**src/rtl/byte_pair_pkg.sv**
```systemverilog
`default_nettype none
// ============================================================================
// Module   : byte_pair_pkg
// Brief    : Shared defaults, FSM state type and sizing helper for the packer.
// Revision : 1.0 - initial release
// ============================================================================
package byte_pair_pkg;

    localparam int         DEF_WIDTH = 8;
    localparam logic [7:0] DEF_PAD   = 8'h00;

    typedef enum logic [0:0] {
        EVEN = 1'b0,
        ODD  = 1'b1
    } pack_state_e;

    // One extra bit so a full FIFO (count == DEPTH) is distinguishable from empty.
    function automatic int count_width(input int depth);
        return $clog2(depth) + 1;
    endfunction

endpackage
`default_nettype wire

```
**src/rtl/pair_fifo.sv**
```systemverilog
`default_nettype none
// ============================================================================
// Module   : pair_fifo
// Brief    : Synchronous DEPTH-entry FIFO of byte pairs, async active-low reset.
// Revision : 1.0 - initial release
// ============================================================================
module pair_fifo
    import byte_pair_pkg::*;
#(
    parameter int DW    = 16,
    parameter int DEPTH = 4
) (
    input  logic                            clk,
    input  logic                            rst,
    input  logic                            i_push,
    input  logic [DW-1:0]                   i_wdata,
    input  logic                            i_pop,
    output logic [DW-1:0]                   o_rdata,
    output logic                            o_full,
    output logic                            o_empty,
    output logic [count_width(DEPTH)-1:0]   o_count
);

    localparam int PW = $clog2(DEPTH);
    localparam int CW = count_width(DEPTH);
    localparam logic [PW-1:0] PTR_ONE = PW'(1);
    localparam logic [CW-1:0] CNT_ONE = CW'(1);

    logic [DW-1:0] mem_q [DEPTH];
    logic [DW-1:0] mem_d [DEPTH];
    logic [PW-1:0] wr_ptr_q, wr_ptr_d;
    logic [PW-1:0] rd_ptr_q, rd_ptr_d;
    logic [CW-1:0] count_q, count_d;

    always_comb begin
        mem_d    = mem_q;
        wr_ptr_d = wr_ptr_q;
        rd_ptr_d = rd_ptr_q;
        count_d  = count_q;
        if (i_push) begin
            mem_d[wr_ptr_q] = i_wdata;
            wr_ptr_d        = wr_ptr_q + PTR_ONE;
        end
        if (i_pop) begin
            rd_ptr_d = rd_ptr_q + PTR_ONE;
        end
        case ({i_push, i_pop})
            2'b10:   count_d = count_q + CNT_ONE;
            2'b01:   count_d = count_q - CNT_ONE;
            default: count_d = count_q;
        endcase
    end

    always_ff @(posedge clk or negedge rst) begin
        if (!rst) begin
            for (int i = 0; i < DEPTH; i++) begin
                mem_q[i] <= '0;
            end
            wr_ptr_q <= '0;
            rd_ptr_q <= '0;
            count_q  <= '0;
        end else begin
            mem_q    <= mem_d;
            wr_ptr_q <= wr_ptr_d;
            rd_ptr_q <= rd_ptr_d;
            count_q  <= count_d;
        end
    end

    assign o_rdata = mem_q[rd_ptr_q];
    assign o_full  = (count_q == CW'(DEPTH));
    assign o_empty = (count_q == '0);
    assign o_count = count_q;

endmodule
`default_nettype wire

```
**src/rtl/byte_pair_packer.sv**
```systemverilog
`default_nettype none
// ============================================================================
// Module   : byte_pair_packer
// Brief    : Packs a byte stream into (first, second) pairs behind a pair FIFO.
//            Define PACKER_FLUSH_EN to add the flush port (emits {hold, PAD}).
// Revision : 1.0 - initial release
// ============================================================================
module byte_pair_packer
    import byte_pair_pkg::*;
#(
    parameter int               WIDTH = DEF_WIDTH,
    parameter int               DEPTH = 4,
    parameter logic [WIDTH-1:0] PAD   = WIDTH'(DEF_PAD)
) (
    input  logic                            clk,
    input  logic                            rst,
    input  logic [WIDTH-1:0]                in_data,
    input  logic                            in_valid,
    output logic                            in_ready,
`ifdef PACKER_FLUSH_EN
    input  logic                            flush,
`endif
    output logic [WIDTH-1:0]                out_d1,
    output logic [WIDTH-1:0]                out_d2,
    output logic                            out_valid,
    input  logic                            out_ready,
    output logic [count_width(DEPTH)-1:0]   count,
    output logic                            odd_pending
);

    pack_state_e        state_q, state_d;
    logic [WIDTH-1:0]   hold_q, hold_d;
    logic               w_flush_req;
    logic               w_pop;
    logic               w_can_push;
    logic               w_accept;
    logic               w_push;
    logic               w_full;
    logic               w_empty;
    logic [2*WIDTH-1:0] w_push_data;
    logic [2*WIDTH-1:0] w_head;

`ifdef PACKER_FLUSH_EN
    assign w_flush_req = flush;
`else
    assign w_flush_req = 1'b0;
`endif

    // A pop in the same cycle frees a slot, so a full FIFO can still take a pair.
    assign w_pop      = !w_empty && out_ready;
    assign w_can_push = !w_full || w_pop;
    assign in_ready   = (state_q == EVEN) || w_can_push;
    assign w_accept   = in_valid && in_ready;

    always_ff @(posedge clk or negedge rst) begin
        if (!rst) begin
            state_q <= EVEN;
            hold_q  <= '0;
        end else begin
            state_q <= state_d;
            hold_q  <= hold_d;
        end
    end

    always_comb begin
        state_d = state_q;
        case (state_q)
            EVEN: if (w_accept) state_d = ODD;
            ODD:  if (w_accept || (w_flush_req && w_can_push)) state_d = EVEN;
            default: state_d = EVEN;
        endcase
    end

    always_comb begin
        hold_d      = hold_q;
        w_push      = 1'b0;
        w_push_data = {hold_q, in_data};
        case (state_q)
            EVEN: begin
                if (w_accept) hold_d = in_data;
            end
            ODD: begin
                w_push = w_accept || (w_flush_req && w_can_push);
                if (!w_accept) w_push_data = {hold_q, PAD};
            end
            default: begin
                w_push = 1'b0;
            end
        endcase
    end

    pair_fifo #(
        .DW    (2*WIDTH),
        .DEPTH (DEPTH)
    ) u_pair_fifo (
        .clk     (clk),
        .rst     (rst),
        .i_push  (w_push),
        .i_wdata (w_push_data),
        .i_pop   (w_pop),
        .o_rdata (w_head),
        .o_full  (w_full),
        .o_empty (w_empty),
        .o_count (count)
    );

    assign {out_d1, out_d2} = w_head;
    assign out_valid        = !w_empty;
    assign odd_pending      = (state_q == ODD);

endmodule
`default_nettype wire
```
**config.mk**
```make
export PLATFORM = sky130hd
export DESIGN_NAME = byte_pair_packer
export DESIGN_NICKNAME = d
export VERILOG_FILES = /design/src/rtl/byte_pair_pkg.sv /design/src/rtl/pair_fifo.sv /design/src/rtl/byte_pair_packer.sv
export SDC_FILE = /design/constraint.sdc
export NUM_CORES = 1
export LEC_CHECK = 0
export CAP_MARGIN = 20
export CORE_ASPECT_RATIO = 0.5
export CORE_UTILIZATION = 57
export CTS_CLUSTER_SIZE = 16
export DETAILED_ROUTE_END_ITERATION = 16
export PLACE_DENSITY = 0.81
export SYNTH_ARGS = -nofsm -noshare
export SYNTH_HDL_FRONTEND = slang
export SYNTH_SLANG_ARGS = --single-unit
```
**constraint.sdc**
```tcl
create_clock -name clk -period 2.9 [get_ports clk]
set_input_delay 0.29 -clock clk [delete_from_list [all_inputs] [get_ports clk]]
set_output_delay 0.29 -clock clk [all_outputs]
set_load 0.02 [all_outputs]
```
# After elaboration in Yosys (flattened, before gate mapping)
# Cells that the tools add are included.
dict set report totals {
  memories 0
  latchBits 0
  rom_bits 0
  register_bits 80
  output_inout_bits 22
  in_bits 12
  ram_bits 0
}
dict set report op_classes {
  n_div 0
  reduce_logical 10
  shift 0
  addsub 4
  n_eq_ne 3
  bitwise 3
  multipliers 0
  n_lt_le_gt_ge 3
  mux 13
}
# cell n
set op_table {}
lappend op_table {{$bwmux W64} 1}
lappend op_table {{$mux W16} 3}
lappend op_table {{$bmux W16 S2} 1}
lappend op_table {{$demux W16 S2} 1}
lappend op_table {{$mux W8} 2}
lappend op_table {{$ge A3 B3 Y1 const B} 2}
lappend op_table {{$not A2 Y3} 2}
lappend op_table {{$pmux W3 S2} 1}
lappend op_table {{$add A2 B1 Y2 const B} 2}
lappend op_table {{$add A3 B1 Y3 const B} 1}
lappend op_table {{$eq A3 B3 Y1 const B} 1}
lappend op_table {{$logic_and A1 B1 Y1} 3}
lappend op_table {{$logic_not A3 Y1} 1}
lappend op_table {{$lt A3 B1 Y1 const B} 1}
lappend op_table {{$mux W1} 3}
lappend op_table {{$sub A3 B1 Y3 const B} 1}
lappend op_table {{$eq A2 B1 Y1 const B} 1}
lappend op_table {{$eq A2 B2 Y1 const B} 1}
lappend op_table {{$logic_not A1 Y1} 2}
lappend op_table {{$logic_or A1 B1 Y1} 2}
lappend op_table {{$pmux W1 S2} 1}
lappend op_table {{$reduce_and A2 Y1} 1}
lappend op_table {{$reduce_bool A2 Y1} 1}
lappend op_table {{$not A1 Y1} 1}

# Logic depth before layout (Yosys ltp)
# Gate-level depths: netlist of run 1.
dict set report depth {
  depth_word 9
  ltp_mapped 11
  ltp_nobuf 10
}

# By module
# Synthesis of run 1 repeated with hierarchy kept, for this count alone.
dict set report hier_totals {
  cells_unflattened 237
  hier_area_um2 3922.5
}
# mod cells_each seq_area_each_um2 area_each_um2 n_inst
set modules_own_cells {}
lappend modules_own_cells {pair_fifo 189 1776.7 3372.0 1}
lappend modules_own_cells {byte_pair_packer 48 225.2 550.5 1}

# Least setup slack after synthesis of run 1
# Ideal clock, no wire load.
dict set report synth_path {
  path_kind {register -> register}
  from {register u_pair_fifo.count_q[0] (netlist: u_pair_fifo.o_count[0])}
  to {register u_pair_fifo.count_q[2] (netlist: u_pair_fifo.o_count[2])}
  t_arrival_ns 2.331
  period_less_slack_ns 2.411
  path_stages_with_launch 12
  required_ns 2.820
  setup_slack_ns 0.489
  cell_sequence {dfrtp_1 -> nor4b_4 -> a21oi_1 -> ha_1 -> buf_4 -> inv_1 -> ha_1 -> inv_1 -> fa_1 -> xor2_1 -> nor2_1 -> xor2_1}
}
dict set report synth_via {
  elab_chain_cells 9
  word_cells_on_any_way 15
}
# item line
set synth_lines {}
lappend synth_lines {{start: declaration} pair_fifo.sv:33} ;# logic [CW-1:0] count_q, count_d;
lappend synth_lines {{start signal: assignment} pair_fifo.sv:66} ;# count_q <= count_d;
lappend synth_lines {{$logic_not A3 Y1} pair_fifo.sv:72} ;# assign o_empty = (count_q == '0);
lappend synth_lines {{$logic_not A1 Y1} byte_pair_packer.sv:50} ;# assign w_pop = !w_empty && out_ready;
lappend synth_lines {{$logic_and A1 B1 Y1} byte_pair_packer.sv:50}
lappend synth_lines {{$logic_or A1 B1 Y1 *} byte_pair_packer.sv:51} ;# assign w_can_push = !w_full || w_pop;
lappend synth_lines {{$logic_or A1 B1 Y1 *} byte_pair_packer.sv:52} ;# assign in_ready = (state_q == EVEN) || w_can_push;
lappend synth_lines {{$logic_and A1 B1 Y1 *} byte_pair_packer.sv:53} ;# assign w_accept = in_valid && in_ready;
lappend synth_lines {{$mux W1 *} byte_pair_packer.sv:78} ;# case (state_q)
lappend synth_lines {{via u_pair_fifo.i_push} pair_fifo.sv:15} ;# input logic i_push,
lappend synth_lines {{$eq A2 B1 Y1 or $eq A2 B2 Y1 (tied branches)} pair_fifo.sv:47} ;# case ({i_push, i_pop})
lappend synth_lines {{$pmux W3 S2 or $reduce_bool A2 Y1 (tied branches)} n/a}
# Mark *: on every way through the listed nets, which the timed path passes. The rest lies on a longest branch.
# A chain may end at the register's enable or synchronous reset.

# Worst setup path after layout of run 1
dict set report layout_path {
  from {register u_pair_fifo.rd_ptr_q[0]}
  to {output out_d2[6]}
}
dict set report layout_via {
  elab_chain_cells 4
}
# item line
set layout_lines {}
lappend layout_lines {{start: declaration} pair_fifo.sv:32} ;# logic [PW-1:0] rd_ptr_q, rd_ptr_d;
lappend layout_lines {{start signal: assignment} pair_fifo.sv:65} ;# rd_ptr_q <= rd_ptr_d;
lappend layout_lines {{$not A2 Y3 (implied by the code)} pair_fifo.sv:70} ;# assign o_rdata = mem_q[rd_ptr_q];
lappend layout_lines {{$bmux W16 S2} pair_fifo.sv:70}
lappend layout_lines {{$mux W16 (implied by the code) (2 in series)} pair_fifo.sv:70}
lappend layout_lines {{end: declaration} byte_pair_packer.sv:24} ;# output logic [WIDTH-1:0] out_d2,
# Every way passes these cells. The select of a mux whose other input is x is not followed.

==> metrics.txt, run 1 <==
status=complete, no violations; multiplexer area fraction after synthesis=12.05%; endpoints failing hold=0; Synth area leader=dfrtp_1; global-route wire length before repair=13.61 mm; Yosys warnings=0; Clock transition at path regs=0.06 ns; slowest stage delay, CP=0.57 ns; ranking of synthesized cells by area=dfrtp_1 (52%), nand2_1 (16%), mux4_2 (9.4%); vias per inst=5.447; ys flop type=dfrtp_1; Synth Area in Simple Gates=17.98%; remaining antenna violation count=0; # DRC=0; pin count of the biggest net entering global routing=81; mean area per synthesized cell=10.64 um^2; Nets=415; vias in the first global route=2653; Final period util=86.52%; crit path time final=2.509 ns; count leader, synth=nand2_1; Cell Chain, Critical Path=buf_4, mux4_2, clkdlybuf4s50_1; Synth Area in Adders=2.817%; Post-Route Skew=0.005686 ns; WL final=8.272 mm; Initial Util=61.06%; initial antenna violation count=0; Worst Path Required=2.61 ns; Static Leak=0.002094 uW; gpl congestion=0.7383; Die H=59.89 um; Final Max Tran Viols=0; Synth Register Bits=80; H-tree levels=3; DP HPWL=5.095 mm; Mapped Area=0.003820 mm^2; share of cells above drive strength 1=21.50%; share of the synthesized area in the top cell type=52.41%; post-CTS setup buffer count=0; Post-Synth XOR/XNOR Area=1.376%; Pwr per Cell Area=1226 mW/mm^2; Core ar.=0.006256 mm^2; FMAX=0.3986 GHz; grt ovf=0; Core Rows=20; crit path max fanout=16; largest family of logic cells by synthesized area=simple AND/OR/NAND/NOR gates; Max VDD drop=731.7 uV; gr usage total=26.53%; Worst Hold Class=input port to async pin; input/output buffers=33; final setup TNS=0 ns; DR vias=2658; I/O pin total=34; # clock sinks=80; die width=117.8 um; Syn Nets=379; slowest library cell on the worst path=mux4_2; DRT iter0 DRCs=227; Final Cell Area=0.004474 mm^2; Placement Cell Area=0.004172 mm^2; Critical Path Sink Type=output pin; Worst Setup Path Type=register to output pin; Max-slew headroom=60.30%; diode count=0; Die ar.=0.007053 mm^2; Layout area overhead=17.13%; Clk Latency, worst-skew pair=0.34 ns; drt wl/cell=16.95 um; maximum clock insertion buffer count=2; CTS tree=done; register area share after synthesis=52.41%; CP arrival=2.22 ns; Pre-antenna DRT Iters=4; Commonest cells post-synth=nand2_1 (167), dfrtp_1 (80), o21ai_2 (30); RSZ-0062 raised after global routing=false; max cap viols=0; Fillers=443; Post-synth EDFFs=0; FF+latch area=0.002002 mm^2; clock buffer count from CTS=9; post-cts resize count=0; Cells after Synth=359; Synth Area in Compound Gates=8.058%; Final setup viols=0; Startpoint Class=register; count of cell types in the netlist=25; Slew @ Worst Pin=0.5955 ns; FFs w/ async S/R, synth=100.0%; Multi-input gate area=0.001615 mm^2; CTS root buffer=clkbuf_16
-- worst max-delay path: cells and delay by family (launching register included) --
kind                   cells  cell delay [ns]
buffers and inverters      2             0.92
multiplexers               1             0.57
flip-flops                 1             0.39
-- power breakdown --
part | switching, uW | internal [uW] | leakage, uW
logic | 1250 | 1180 | 0.000959
registers | 391 | 1650 | 0.00100
clock network | 445 | 574 | 0.000132
total | 2090 | 3400 | 0.00209
-- area by class of cell --
type / count / area share (%)
Clock buffer: 10 / 5.117
Clock inverter: 6 / 0.8110
Inverter: 9 / 0.7550
Multi-Input combinational cell: 249 / 36.10
Sequential cell: 80 / 44.74
Tap cell: 88 / 2.461
Timing Repair Buffer: 46 / 10.01
-- state kept, by name (all words and copies together) (netlist names) --
name	flops
u_pair_fifo.mem_q	64
hold_q	8
u_pair_fifo.o_count	3
odd_pending	1
u_pair_fifo.wr_ptr_q	2
u_pair_fifo.rd_ptr_q	2
-- cells by family after synthesis --
family / after synthesis
AO/OA/AOI/OAI: 36
flip-flops: 80
multiplexers: 25
buffers and inverters: 30
adder cells (fa/ha/maj): 8
AND/OR/NAND/NOR: 174
XOR/XNOR: 6
-- stage by stage --
| step | setup WS, ns | hold slack, ns | std cells | util, % | total power [uW] |
|---|---|---|---|---|---|
| after floorplan | 0.4888 | -0.005591 | 359 | - | 3671 |
| after global placement | 0.4121 | 0.4546 | 470 | 66.68 | 4357 |
| after detailed placement | 0.2812 | 0.4588 | 470 | 66.68 | 4469 |
| after CTS | 0.3652 | 0.1516 | 486 | 70.92 | 5508 |
| after global routing | 0.2903 | 0.3366 | 488 | 71.52 | 5843 |
| final | 0.3909 | 0.3249 | 488 | 71.52 | 5485 |
-- final timing paths --
path,from,end,slack [ns],cells after the start
worst max-delay path,u_pair_fifo.rd_ptr_q[0],out_d2[6],0.39,3
worst min-delay path,rst,u_pair_fifo.mem_q[53],0.32,2
worst max register to register,u_pair_fifo.o_count[0],u_pair_fifo.o_count[2],0.56,10
worst min register to register,u_pair_fifo.mem_q[57],u_pair_fifo.mem_q[57],0.47,2
max in group asynchronous,rst,u_pair_fifo.o_count[2],2.01,3
min in group clk,u_pair_fifo.mem_q[57],u_pair_fifo.mem_q[57],0.47,2
-- what timing repair did --
action | in CTS | in global routing
hold endpoints to repair | 0 | 9
setup endpoints to repair | 0 | 0
hold buffers | 0 | 1
-- metal layers --
metal	global-route usage, %	wire length [um]	vias up
li1	-	-	1244
met1	34.83	3553	1307
met2	42.52	3877	99
met3	10.59	774	8
met4	5.495	65	0
met5	0	0	-
-- cell usage in the layout (no fill, tap or decap), drive strengths merged, types with 2 or more instances in the layout --
cell and instances:
xnor2 2, dfrtp 80, xor2 4, ha 7, nand2 167, mux2 8
o21ai 33, clkdlybuf4s50 32, clkbuf 10, and2 4, mux4 16, buf 13
clkinv 5, inv 9
No activity file was read; power rests on OpenSTA's default activity.
==> inputs of run 2 (changes only) <==
--- a/config.mk
+++ b/config.mk
@@ -7,10 +7,10 @@
 export LEC_CHECK = 0
 export CAP_MARGIN = 20
 export CORE_ASPECT_RATIO = 0.5
-export CORE_UTILIZATION = 57
+export CORE_UTILIZATION = 52
 export CTS_CLUSTER_SIZE = 16
 export DETAILED_ROUTE_END_ITERATION = 16
-export PLACE_DENSITY = 0.81
+export PLACE_DENSITY = 0.78
 export SYNTH_ARGS = -nofsm -noshare
 export SYNTH_HDL_FRONTEND = slang
 export SYNTH_SLANG_ARGS = --single-unit
==> constraint.sdc (replaced) <==
create_clock -name clk -period 2.26 [get_ports clk]
set_input_delay 0.226 -clock clk [delete_from_list [all_inputs] [get_ports clk]]
set_output_delay 0.226 -clock clk [all_outputs]
set_load 0.02 [all_outputs]
==> metrics.txt, run 2 (synthesis gave the netlist of run 1 again) <==
clock share of power=18.5% (was 18.6%); vias per inst=5.473 (was 5.447); CP arrival=1.99 ns (was 2.22 ns); # DRC=0 (unchanged); commonest non-fill, non-tap cell in the layout=nand2_1 (unchanged); H-tree levels=3 (unchanged); max FFs per register=64 (unchanged); Worst Setup Path Type=register to output pin (unchanged); diode count=0 (unchanged); Worst Path Required=2.03 ns (was 2.61 ns); Final setup viols=0 (unchanged); RSZ-0062 raised after global routing=true (was false); sequential share of power=36.1% (was 37.1%); Clock transition at path regs=0.06 ns (about the same); die width=123.2 um (was 117.8 um); # clock sinks=80 (unchanged); Core ar.=0.006884 mm^2 (was 0.006256 mm^2); Core Rows=21 (was 20); vias in the first global route=2854 (was 2653); Comb pwr share=45.4% (was 44.3%); Static Leak=0.002348 uW (was 0.002094 uW); status=complete, no violations (unchanged); endpoints failing hold=0 (unchanged); DRT iter0 DRCs=240 (was 227); clock buffer count from CTS=9 (unchanged); Max VDD drop=760.7 uV (was 731.7 uV); Critical Path Sink Type=output pin (unchanged); initial antenna violation count=0 (unchanged); drt wl/cell=17.14 um (was 16.95 um); Top reg by flops=u_pair_fifo.mem_q (unchanged); Initial Util=55.49% (was 61.06%); post-CTS setup buffer count=0 (unchanged); DR vias=2753 (was 2658); Nets=426 (was 415); Pre-antenna DRT Iters=4 (unchanged); Post-Layout Cell Count=503 (was 488); Psw=2717 uW (was 2085 uW); Startpoint Class=register (unchanged); gr usage total=25.61% (was 26.53%); Worst Hold Class=input port to async pin (unchanged); Total Power=7230 uW (was 5485 uW); pin count of the biggest net entering global routing=81 (unchanged); global-route wire length before repair=14.47 mm (was 13.61 mm); placed insts=486 (was 470); remaining antenna violation count=0 (unchanged); Setup WS post-layout=0.04401 ns (was 0.3909 ns); I/O pin total=34 (unchanged); Max-slew headroom=70.38% (was 60.30%); Clk Latency, worst-skew pair=0.33 ns (was 0.34 ns); Post-Route Skew=0.006354 ns (was 0.005686 ns); CTS tree=done (unchanged); crit path time final=2.216 ns; CTS root buffer=clkbuf_16 (unchanged); FMAX=0.4513 GHz; max cap viols=0 (unchanged); DP HPWL=5.668 mm (was 5.095 mm); Final Util=68.72% (was 71.52%); WL final=8.621 mm (was 8.272 mm); commonest non-fill, non-tap cells in the layout=nand2_1 (167), dfrtp_1 (78), o21ai_2 (30) (was nand2_1 (167), dfrtp_1 (80), clkdlybuf4s50_1 (32)); internal power=4512 uW (was 3399 uW); Placement Setup Slack=-0.1382 ns (was 0.2812 ns); Pwr per Cell Area=1528 mW/mm^2 (was 1226 mW/mm^2); Slew @ Worst Pin=0.4444 ns (was 0.5955 ns); sw frac=37.59% (was 38.02%); input/output buffers=33 (unchanged); Layout area overhead=23.85% (was 17.13%); grt ovf=0 (unchanged); Final Max Tran Viols=0 (unchanged); share of cells above drive strength 1=25.30% (was 21.50%); FF-to-FF path depth=10 (unchanged); Final period util=98.05%; Die ar.=0.007714 mm^2 (was 0.007053 mm^2); Die H=62.61 um (was 59.89 um); gpl congestion=0.7602 (was 0.7383); maximum clock insertion buffer count=2 (unchanged); crit path max fanout=8 (was 16)
[run 2: layout make-up]
| type | count | area (um^2) |
|---|---|---|
| Fill cell | 488 | 2153 |
| Clock inverter | 4 | 28.78 |
| Multi-Input combinational cell | 249 | 1637 |
| Timing Repair Buffer | 57 | 665.6 |
| Inverter | 9 | 33.78 |
| Clock buffer | 12 | 246.5 |
| Tap cell | 92 | 115.1 |
| Sequential cell | 80 | 2004 |
[run 2: through the flow]
step / hold slack [ns] / TNS [ns] / instance area, um^2
after global routing: 0.4922 / -0.03750 / 4731
after floorplan: -0.06959 / 0 / 3847
after detailed placement: 0.2828 / -0.1382 / 4415
after CTS: 0.4723 / -0.02047 / 4697
after global placement: 0.2714 / -0.05798 / 4415
final: 0.4543 / 0 / 4731
[run 2: repair_timing]
action                     in CTS  in global routing
hold buffers                    1                  0
pin swaps                       0                  0
cloned                          0                  0
resized for setup               3                 13
hold endpoints to repair       80                  0
setup endpoints to repair       7                 13
[run 2: worst max-delay path: stages, from the launching register on]
cell	delay [ns]
dfrtp_1	0.37
buf_4	0.23
mux4_2	0.51
clkdlybuf4s50_1	0.55
[run 2: worst paths after layout]
path	slack (ns)	endpoint	startpoint
min	0.45	u_pair_fifo.mem_q[21]	rst
max reg2reg	0.15	u_pair_fifo.o_count[2]	u_pair_fifo.o_count[0]
min in group clk	0.47	u_pair_fifo.mem_q[24]	u_pair_fifo.mem_q[24]
min reg2reg	0.47	u_pair_fifo.mem_q[24]	u_pair_fifo.mem_q[24]
max	0.04	out_d2[4]	u_pair_fifo.rd_ptr_q[0]
max in group asynchronous	1.46	u_pair_fifo.mem_q[51]	rst
[run 2: power by group through the flow]
stage          clock, uW  sequential [uW]  combinational, uW
2_1_floorplan          0             2500               2250
3_3_place_gp           0             2540               3250
3_5_place_dp           0             2610               3370
4_1_cts             1360             2590               3370
5_1_grt             1430             2690               3550
6_report            1340             2610               3280
[run 2: routing by layer]
layer / GRT usage [%] / wire length [um]
met3: 7.847 / 751
met2: 40.57 / 4170
met1: 34.48 / 3633
met5: 0 / 0
met4: 6.777 / 65
==> inputs of run 3 (changes only) <==
--- a/config.mk
+++ b/config.mk
@@ -5,6 +5,7 @@
 export SDC_FILE = /design/constraint.sdc
 export NUM_CORES = 1
 export LEC_CHECK = 0
+export ABC_CLOCK_PERIOD_IN_PS = 2260
 export CAP_MARGIN = 20
 export CORE_ASPECT_RATIO = 0.5
 export CORE_UTILIZATION = 52
==> results of run 3 <==
Final layout, timing and power as in run 2 (identical DEF).
